`src/rtl/fetch_prefetch_unit_if.sv`:
```
// Bundle of imem, redirect and decode-side signals of the fetch/prefetch unit.
// master = the fetch unit itself, slave = the surrounding pipeline/memory.
interface fetch_prefetch_unit_if #(
   parameter int ADDR_WIDTH = 16,
   parameter int DATA_WIDTH = 16,
   parameter int DEPTH      = 4
);
   localparam int CW = $clog2(DEPTH + 1);

   logic                  enable_fetch;
   logic                  redirect_valid;
   logic [ADDR_WIDTH-1:0] redirect_pc;
   logic                  imem_rd;
   logic [ADDR_WIDTH-1:0] imem_addr;
   logic [DATA_WIDTH-1:0] imem_rdata;
   logic [ADDR_WIDTH-1:0] pc;
   logic [ADDR_WIDTH-1:0] npc;
   logic                  instr_valid;
   logic                  instr_ready;
   logic [DATA_WIDTH-1:0] instr;
   logic [ADDR_WIDTH-1:0] instr_pc;
   logic [ADDR_WIDTH-1:0] instr_npc;
   logic [CW-1:0]         fifo_count;

   modport master (
      input  enable_fetch, redirect_valid, redirect_pc, imem_rdata, instr_ready,
      output imem_rd, imem_addr, pc, npc, instr_valid, instr, instr_pc, instr_npc, fifo_count
   );

   modport slave (
      output enable_fetch, redirect_valid, redirect_pc, imem_rdata, instr_ready,
      input  imem_rd, imem_addr, pc, npc, instr_valid, instr, instr_pc, instr_npc, fifo_count
   );
endinterface

```
`src/rtl/fetch_prefetch_unit.sv`:
```
// Fetch stage with a DEPTH-entry prefetch FIFO: owns pc/npc, issues imem reads one
// at a time under a credit check, and hands {instr, pc} to decode via valid/ready.
module fetch_prefetch_unit #(
   parameter int                    ADDR_WIDTH = 16,
   parameter int                    DATA_WIDTH = 16,
   parameter int                    DEPTH      = 4,
   parameter logic [ADDR_WIDTH-1:0] RESET_PC   = 16'h3000
) (
   input logic                   clock,
   input logic                   reset,
   fetch_prefetch_unit_if.master bus
);
   localparam int CW = $clog2(DEPTH + 1);
   localparam int PW = $clog2(DEPTH);

   typedef struct packed {
      logic [DATA_WIDTH-1:0] data;
      logic [ADDR_WIDTH-1:0] pc;
   } entry_t;

   entry_t                mem [DEPTH];
   entry_t                head;
   logic [PW-1:0]         wr_ptr, rd_ptr;
   logic [CW-1:0]         count;
   logic [ADDR_WIDTH-1:0] fetch_pc, inflight_pc;
   logic                  inflight;
   logic [CW:0]           used;
   logic                  issue, push, pop, redirect;

   function automatic logic [PW-1:0] bump(input logic [PW-1:0] p);
      return (p == PW'(DEPTH - 1)) ? '0 : p + PW'(1);
   endfunction

   // Credit counts the outstanding read too, so a response always finds a free slot.
   assign redirect = bus.redirect_valid;
   assign used     = {1'b0, count} + (CW+1)'(inflight);
   assign issue    = reset & bus.enable_fetch & ~redirect & (used < (CW+1)'(DEPTH));
   assign push     = inflight & ~redirect;
   assign pop      = (count != '0) & bus.instr_ready & ~redirect;
   assign head     = mem[rd_ptr];

   always_ff @(posedge clock or negedge reset) begin
      if (!reset) begin
         fetch_pc    <= RESET_PC;
         inflight    <= 1'b0;
         inflight_pc <= '0;
         wr_ptr      <= '0;
         rd_ptr      <= '0;
         count       <= '0;
      end else if (redirect) begin
         fetch_pc <= bus.redirect_pc;
         inflight <= 1'b0;
         wr_ptr   <= '0;
         rd_ptr   <= '0;
         count    <= '0;
      end else begin
         inflight <= issue;
         if (issue) begin
            fetch_pc    <= fetch_pc + ADDR_WIDTH'(1);
            inflight_pc <= fetch_pc;
         end
         if (push) wr_ptr <= bump(wr_ptr);
         if (pop)  rd_ptr <= bump(rd_ptr);
         case ({push, pop})
            2'b10:   count <= count + CW'(1);
            2'b01:   count <= count - CW'(1);
            default: ;
         endcase
      end
   end

   // Storage needs no reset: count gates visibility of every slot.
   always_ff @(posedge clock) begin
      if (push) mem[wr_ptr] <= '{data: bus.imem_rdata, pc: inflight_pc};
   end

   assign bus.imem_rd     = issue;
   assign bus.imem_addr   = fetch_pc;
   assign bus.pc          = fetch_pc;
   assign bus.npc         = fetch_pc + ADDR_WIDTH'(1);
   assign bus.instr_valid = (count != '0);
   assign bus.instr       = head.data;
   assign bus.instr_pc    = head.pc;
   assign bus.instr_npc   = head.pc + ADDR_WIDTH'(1);
   assign bus.fifo_count  = count;

   overflow_chk: assert property (@(posedge clock) disable iff (!reset)
      (push && !pop) |-> (count < CW'(DEPTH)));
endmodule

```
`src/flat_wrapper.sv`:
```
// flat-port wrapper written by rule: the top's interface ports become plain ports
module fetch_prefetch_unit_flat 
#(
   parameter int                    ADDR_WIDTH = 16,
   parameter int                    DATA_WIDTH = 16,
   parameter int                    DEPTH      = 4,
   parameter logic [ADDR_WIDTH-1:0] RESET_PC   = 16'h3000
)
  (clock, reset, bus_enable_fetch, bus_redirect_valid, bus_redirect_pc, bus_imem_rdata, bus_instr_ready, bus_imem_rd, bus_imem_addr, bus_pc, bus_npc, bus_instr_valid, bus_instr, bus_instr_pc, bus_instr_npc, bus_fifo_count);
  fetch_prefetch_unit_if #(.ADDR_WIDTH(ADDR_WIDTH), .DATA_WIDTH(DATA_WIDTH), .DEPTH(DEPTH)) bus_i ();
  input logic clock;
  input logic reset;
  input wire logic [$bits(bus_i.enable_fetch)-1:0] bus_enable_fetch;
  input wire logic [$bits(bus_i.redirect_valid)-1:0] bus_redirect_valid;
  input wire logic [$bits(bus_i.redirect_pc)-1:0] bus_redirect_pc;
  input wire logic [$bits(bus_i.imem_rdata)-1:0] bus_imem_rdata;
  input wire logic [$bits(bus_i.instr_ready)-1:0] bus_instr_ready;
  output wire logic [$bits(bus_i.imem_rd)-1:0] bus_imem_rd;
  output wire logic [$bits(bus_i.imem_addr)-1:0] bus_imem_addr;
  output wire logic [$bits(bus_i.pc)-1:0] bus_pc;
  output wire logic [$bits(bus_i.npc)-1:0] bus_npc;
  output wire logic [$bits(bus_i.instr_valid)-1:0] bus_instr_valid;
  output wire logic [$bits(bus_i.instr)-1:0] bus_instr;
  output wire logic [$bits(bus_i.instr_pc)-1:0] bus_instr_pc;
  output wire logic [$bits(bus_i.instr_npc)-1:0] bus_instr_npc;
  output wire logic [$bits(bus_i.fifo_count)-1:0] bus_fifo_count;
  assign bus_i.enable_fetch = bus_enable_fetch;
  assign bus_i.redirect_valid = bus_redirect_valid;
  assign bus_i.redirect_pc = bus_redirect_pc;
  assign bus_i.imem_rdata = bus_imem_rdata;
  assign bus_i.instr_ready = bus_instr_ready;
  assign bus_imem_rd = bus_i.imem_rd;
  assign bus_imem_addr = bus_i.imem_addr;
  assign bus_pc = bus_i.pc;
  assign bus_npc = bus_i.npc;
  assign bus_instr_valid = bus_i.instr_valid;
  assign bus_instr = bus_i.instr;
  assign bus_instr_pc = bus_i.instr_pc;
  assign bus_instr_npc = bus_i.instr_npc;
  assign bus_fifo_count = bus_i.fifo_count;
  fetch_prefetch_unit #(.ADDR_WIDTH(ADDR_WIDTH), .DATA_WIDTH(DATA_WIDTH), .DEPTH(DEPTH), .RESET_PC(RESET_PC)) u_core (.clock(clock), .reset(reset), .bus(bus_i));
endmodule
```
`config.mk`:
```
export PLATFORM = sky130hd
export DESIGN_NAME = fetch_prefetch_unit_flat
export DESIGN_NICKNAME = d
export VERILOG_FILES = /design/src/rtl/fetch_prefetch_unit_if.sv /design/src/rtl/fetch_prefetch_unit.sv /design/src/flat_wrapper.sv
export SDC_FILE = /design/constraint.sdc
export NUM_CORES = 1
export LEC_CHECK = 0
export CAP_MARGIN = 20
export CORE_ASPECT_RATIO = 1.75
export CORE_MARGIN = 4
export CORE_UTILIZATION = 52
export CTS_CLUSTER_DIAMETER = 200
export DETAILED_ROUTE_END_ITERATION = 10
export PLACE_DENSITY_LB_ADDON = 0.3
export SYNTH_ARGS = -nofsm -noshare
export SYNTH_HDL_FRONTEND = slang
export SYNTH_SLANG_ARGS = --single-unit
```
`constraint.sdc`:
```
create_clock -name clock -period 2.85 [get_ports clock]
set_input_delay 0.7125 -clock clock [delete_from_list [all_inputs] [get_ports clock]]
set_output_delay 0.7125 -clock clock [all_outputs]
set_load 0.005 [all_outputs]
```
==> metrics <==
status=finished with violations; failing checks=negative setup slack; Worst-Skew Late Latency=approximately 0.42 ns; Fill cells=850; DRT antenna net count=0; crit-path cells=buf_6, mux4_2, ha_4, nand2_1, or3_4, nor2_2, xor2_1, buf_2; Final Cell Area=9810 um^2; Max clock buf depth=2; Via density=5.38; ys async rst share=23.8%; Max Used Layer=met4; placed inst area=8880 um^2; Post-synth EDFFs=roughly 130; worst hold path class=input port to asynchronous set/reset pin; synthesis warning total=0; port bufs=137; layout cell share with drive strength beyond 1=30.1%; Peak Freq=0.312 GHz; synthesis-to-finish area growth=37.0%; cell family with most CP delay=simple AND/OR/NAND/NOR gates; largest net degree at the start of global routing=41; DR vias=4,571; clock sinks=~170; row count=56; Routed WL per cell=18.8 um; worst endpoint data arrival time=between 2 and 2.5 ns; most common cell after layout, fill and taps aside=edfxtp_1; WP data required=2.14 ns; vias in the first global route=5,065; clk slew on worst S/H paths=about 0.070 ns; cell count after placement=783; r2r setup slk=0.57 ns; final setup margin=-0.354 ns; drt first pass iters=4; CP Capture Type=primary output; Die Height=163 um; register area share after synthesis=between 60% and 70%; Core Region=13,500 um^2; max-cap violations=0; RePlAce Congestion=0.770; drt first-iter violations=205; VDD IR max=0.509 mV; Clock Skews=0.00839 ns; Setup crit start kind=flop; worst path bufs/invs=2; GRT Util Overall=20.7%; slowest CP cell=dfrtp_4; WHS=0.436 ns; n_diodes=0; commonest non-fill, non-tap cells in the layout=128 x edfxtp_1, 81 x clkdlybuf4s50_1, 78 x nand2_1, 55 x buf_4, 32 x mux4_2; Crit Reg-Reg Startpoint=u_core.inflight; Relative slew margins=37.7%; Syn Std Cell Area=7160 um^2; reg2reg path depth=7; synthesized flop and latch total=~170; DRC violations left=0; number of max-slew violations in the final report=0; met3 wire len=approximately 610 um; syn_nets=512; Crit path largest cell delay=0.51 ns; wire length on met2=slightly above 9000 um; Post-CTS Hold Buffers=0; reg2reg end=u_core.bus.imem_addr[10]; drt total wl=16,000 um; Post-Syn Area per Cell=15.3 um^2; Crit Path Max Fanout=3; Hold Vio Cnt, Final=0; Design Power=7330 uW; DRT met1 WL=about 6000 um; CTS Root Cell=clkbuf_16; first-pass GRT wire length=approximately 25,000 um; number of CTS-inserted buffers=17; post-place setup slack=-0.341 ns; DP HPWL=10,300 um; H-tree Lvls=4; CTS tree=done; Worst Tran Pin Value=just over 0.9 ns; Primary FF master, synth=edfxtp_1; RSZ-0062 raised after global routing=yes; die area=15,800 um^2; crit path time final=3.20 ns; Synth cell types=between 40 and 50; gr ovfl total=0; final setup fails=15; starting density of the core=53.3%; Ports=138; Power Density=approximately 750 nW/um^2; layout net count=between 700 and 800; fin crit share=112%; Leakage=0.00383 uW; Finished Layout Cells=849; Die Wd=96.7 um; Mapped Cells=467; initial antenna violation count=0; WS Path Type=flop to primary output
synthesized netlist by cell type, types with 2 or more instances:
library cell	count	area share, %
a21oi_1	7	0.49
a22oi_1	2	0.21
and2_1	4	0.35
and3_1	5	0.44
buf_1	2	0.10
buf_2	7	0.49
buf_4	18	1.9
clkbuf_1	7	0.37
dfrtp_1	38	13
dfstp_2	2	0.73
edfxtp_1	128	54
ha_1	7	1.2
inv_1	9	0.47
mux2i_1	4	0.56
mux4_1	8	2.9
mux4_2	24	7.5
nand2_1	80	4.2
nand3_1	21	1.5
nand4_1	2	0.17
nor2_1	17	0.89
nor2_2	3	0.26
nor3_1	3	0.21
o21ai_0	11	0.77
o311ai_0	3	0.37
o31a_1	2	0.24
or3_1	2	0.17
xnor2_1	18	2.2
xor2_1	13	1.6
cell type report:
class / count / area, um^2 / area share (%)
Clock buffer: 17 / 425 / 4.34
Clock inverter: 15 / 138 / 1.40
Inverter: 10 / 37.5 / 0.383
Multi-Input combinational cell: 253 / 2190 / 22.3
Sequential cell: 168 / 4860 / 49.5
Tap cell: 174 / 218 / 2.22
Timing Repair Buffer: 212 / 1940 / 19.8
metal layers:
layer	up-vias	track usage [%]
li1	2107	-
met1	2296	22.3
met2	143	39.0
met3	25	3.72
met4	0	9.33
met5	-	0
power breakdown:
group          switching, uW  internal (uW)
Combinational            859           1220
Clock                    998           1150
Sequential               207           2890
through the flow:
stage,setup TNS [ns],util [%]
2_1_floorplan,0,-
3_3_place_gp,-2.81,66.0
3_5_place_dp,-3.55,66.0
4_1_cts,-3.78,72.2
5_1_grt,-4.66,72.9
6_report,-3.18,72.9
how the worst max path moves through the flow:
| stage | startpoint | to | cells past startpoint |
|---|---|---|---|
| after CTS | u_core.rd_ptr[0] | bus_instr_npc[14] | 8 |
| after detailed placement | u_core.rd_ptr[0] | bus_instr_npc[15] | 6 |
| after floorplan | u_core.rd_ptr[0] | bus_instr_npc[10] | 8 |
| final | u_core.rd_ptr[0] | bus_instr_npc[14] | 8 |
| after global placement | u_core.rd_ptr[0] | bus_instr_npc[14] | 7 |
| after global routing | u_core.rd_ptr[0] | bus_instr_npc[15] | 8 |
timing repair:
item,CTS,global route
setup endpoints to repair,57,34
gates resized for setup,143,33
pin swaps,20,10
buffers inserted,28,8
flip-flops by register name (all words and copies together) (netlist names):
name	count
u_core.bus.imem_addr	16
u_core.rd_ptr	2
u_core.wr_ptr	2
u_core.inflight	1
u_core.mem	128
u_core.inflight_pc	16
u_core.bus.fifo_count	3
cells by family after synthesis:
family / after synthesis / synth area share (%)
multiplexers: 36 / 11.0
AND/OR/NAND/NOR: 147 / 9.48
AO/OA/AOI/OAI: 31 / 2.72
flip-flops: 168 / 67.7
XOR/XNOR: 31 / 3.79
adder cells (fa/ha/maj): 8 / 1.50
buffers and inverters: 46 / 3.81
(Power assumes the default switching activity.)
==> variant (same flow settings) <==
`ADDR_WIDTH` is set to 16 in 3 places; all go to 14.
--- a/src/rtl/fetch_prefetch_unit_if.sv
+++ b/src/rtl/fetch_prefetch_unit_if.sv
@@ -1,7 +1,7 @@
 // Bundle of imem, redirect and decode-side signals of the fetch/prefetch unit.
 // master = the fetch unit itself, slave = the surrounding pipeline/memory.
 interface fetch_prefetch_unit_if #(
-   parameter int ADDR_WIDTH = 16,
+   parameter int ADDR_WIDTH = 14,
    parameter int DATA_WIDTH = 16,
    parameter int DEPTH      = 4
 );
--- a/src/rtl/fetch_prefetch_unit.sv
+++ b/src/rtl/fetch_prefetch_unit.sv
@@ -1,7 +1,7 @@
 // Fetch stage with a DEPTH-entry prefetch FIFO: owns pc/npc, issues imem reads one
 // at a time under a credit check, and hands {instr, pc} to decode via valid/ready.
 module fetch_prefetch_unit #(
-   parameter int                    ADDR_WIDTH = 16,
+   parameter int                    ADDR_WIDTH = 14,
    parameter int                    DATA_WIDTH = 16,
    parameter int                    DEPTH      = 4,
    parameter logic [ADDR_WIDTH-1:0] RESET_PC   = 16'h3000
--- a/src/flat_wrapper.sv
+++ b/src/flat_wrapper.sv
@@ -1,7 +1,7 @@
 // flat-port wrapper written by rule: the top's interface ports become plain ports
 module fetch_prefetch_unit_flat 
 #(
-   parameter int                    ADDR_WIDTH = 16,
+   parameter int                    ADDR_WIDTH = 14,
    parameter int                    DATA_WIDTH = 16,
    parameter int                    DEPTH      = 4,
    parameter logic [ADDR_WIDTH-1:0] RESET_PC   = 16'h3000
Interface: changed (6 resized); port bits go from 138 to 126. No check against the original RTL was run, so the function may have changed too.
==> variant against the unedited design <==
  * The flow still finishes with violations (setup timing)
  * Final area down 4.1%
  * Critical endpoint is now bus_instr_npc[13]
  * Clock skew down 0.00060 ns
  * Non-clock buffer count up 3
  * Total power down 0.87%
  * Global-route usage grew 2.5 points
  * Setup slack improved by 0.024 ns
  * Routed wire length is 4.1% higher
  * Area after synthesis decreased by 7.1%
  * Sequential cell count down 12
  * Count of clock-buffer cells in the layout rose by 2
==> variant: results (changes against the unedited design) <==
stage	metric	value	unit	change
status	outcome	finished with violations		
status	failing checks	setup timing		
critical_path	end of the worst register-to-register path	u_core.bus.fifo_count[2]		
global_route	total global-route track usage	23.2	%	+2.5 points
routing	initial drt markers	303		+48%
synthesis	Area contributors post-synth	edfxtp_1, dfrtp_1, mux4_2		
timing	Final Worst Setup Slack	-0.330	ns	+0.0241 ns
critical_path	CP delay by family, top	buffers and inverters		
routing	DRT met1 WL	5.81	mm	-0.56%
routing	met3 wire len	970	um	+58%
power_and_ir_drop	Max IR drop VDD	0.573	mV	+13%
timing	final setup violation count	20		+5
clock_tree	clock slew at reported path FFs	0.06	ns	
routing	Post-Route WL	16.7	mm	+4.1%
clock_tree	CTS root buf	clkbuf_16		
final_layout	max reg flops	120		-6.3%
routing	drt pass-1 iters	5		+1
global_route	largest net degree at the start of global routing	37		-9.8%
global_route	first-pass GRT wire length	25.2	mm	-1.1%
timing	Hold WS	0.412	ns	-0.0236 ns
critical_path	R2R Setup Slk	0.47	ns	-0.10 ns
critical_path	worst-case reg-to-reg path depth	7		unchanged
routing	max layer used	met4		
critical_path	CP max stage cell	mux4_2		
critical_path	RR Startpoint	u_core.bus.fifo_count[0]		
place	GPL Wtd Cong	0.813		+5.6%
timing	clk_skew	0.00778	ns	-0.000603 ns
critical_path	Worst Path Arrival	2.47	ns	-0.02 ns
synthesis	EDFF count, synth	120		-6.3%
power_and_ir_drop	Leakage	3.74	nW	-2.2%
synthesis	register area share after synthesis	67.7	%	about the same
final_layout	Inserted Diodes	0		unchanged
synthesis	FFs w/ async S/R, synth	23.1	%	-0.73 points
clock_tree	Clk Latency, worst-skew pair	0.42	ns	about the same
final_layout	Largest Register	u_core.mem		
critical_path	worst-path maximum fanout	8		+5
timing	Slew Limit Headroom	44.9	%	+7.2 points
place	Post-DP HPWL	9.61	mm	-6.5%
routing	met2 routed WL	9.38	mm	+2.0%
final_layout	Final nets	664		-6.1%
global_route	vias in the first global route	4629		-8.6%
worst_hold_path	Worst Hold Class	input pin to async pin		
critical_path	slowest stage delay, CP	0.53	ns	+0.02 ns
synthesis	synth unique cells	43		-10%
clock_tree	CTS Buf Count	17		unchanged
routing	detail-routed via count per cell	5.47		+1.6%
place	I/O Buffers	125		-8.8%
synthesis	Synth top cells by count	edfxtp_1, nand2_1, dfrtp_1		
final_layout	layout cell share with drive strength beyond 1	35.8	%	+5.7 points
synthesis	Most used DFF post-synth	edfxtp_1		
place	Placed Area	8250	sq um	-7.0%
timing	Max Freq	314	MHz	+0.76%
synthesis	Post-Syn Nets	462		-9.8%
## variant: cell types whose count changed in the layout (fill, tap and decap cells not counted), sizes merged, moves of 5 or more
cell / before / now
nand2: 80 / 66
xor2: 13 / 8
nor2: 20 / 15
clkbuf: 22 / 27
buf: 89 / 108
clkdlybuf4s50: 81 / 72
dlygate4sd2: 27 / 18
nand3: 22 / 15
edfxtp: 128 / 120
## variant: how the worst max path moves through the flow
stage / startpoint / end / slack, ns / depth (start not counted)
floorplan: u_core.rd_ptr[0] / bus_instr_npc[8] / 0.19 / 9
global placement: u_core.rd_ptr[0] / bus_instr_npc[8] / -0.19 / 8
detailed placement: u_core.rd_ptr[0] / bus_instr_npc[8] / -0.31 / 8
CTS: u_core.rd_ptr[0] / bus_instr_npc[10] / -0.28 / 9
global route: u_core.rd_ptr[0] / bus_instr_npc[8] / -0.45 / 9
finish: u_core.rd_ptr[0] / bus_instr_npc[13] / -0.33 / 9
## variant: final cells by class
cell class	count	area (sq um)
Sequential cell	156	4520
Fill cell	741	3090
Multi-Input combinational cell	223	2070
Timing Repair Buffer	215	2000
Clock buffer	19	453
Tap cell	168	210
Clock inverter	13	131
Inverter	8	30.0
## variant: routing by layer
| layer | global-route usage, % | vias to the layer above |
|---|---|---|
| met5 | 0 | - |
| met4 | 8.53 | 0 |
| met3 | 5.09 | 37 |
| met2 | 43.1 | 211 |
| met1 | 25.6 | 2177 |
| li1 | - | 1961 |
## variant: timing repair
item / CTS / global route
hold buffers: 0 / 0
cloned: 1 / 0
setup endpoints to repair: 47 / 43
gates resized for setup: 162 / 47
pin swaps: 21 / 15
setup buffers: 39 / 12
hold endpoints to repair: 0 / 0
## variant: power breakdown
part | internal, mW | switching [mW]
Combinational | 1.31 | 0.905
Clock | 1.27 | 0.930
Sequential | 2.68 | 0.179
Total | 5.26 | 2.01
## variant: stage by stage
stage               setup slack [ns]  utilization [%]  TNS, ns  power [mW]  instances
global placement              -0.192             66.0    -1.00        4.66        720
global route                  -0.450             75.3    -5.96        7.58        802
floorplan                      0.194                -        0        3.75        419
CTS                           -0.281             74.0    -2.52        7.18        792
finish                        -0.330             75.3    -3.68        7.27        802
detailed placement            -0.309             66.0    -1.74        4.72        720
## variant: logic make-up after synthesis
| kind of cell | Yosys count | synth area share [%] |
|---|---|---|
| multiplexers | 35 | 11.4 |
| XOR/XNOR | 28 | 3.68 |
| AO/OA/AOI/OAI | 31 | 3.23 |
| adder cells (fa/ha/maj) | 8 | 1.62 |
| flip-flops | 156 | 67.7 |
| buffers and inverters | 40 | 3.65 |
| AND/OR/NAND/NOR | 121 | 8.76 |
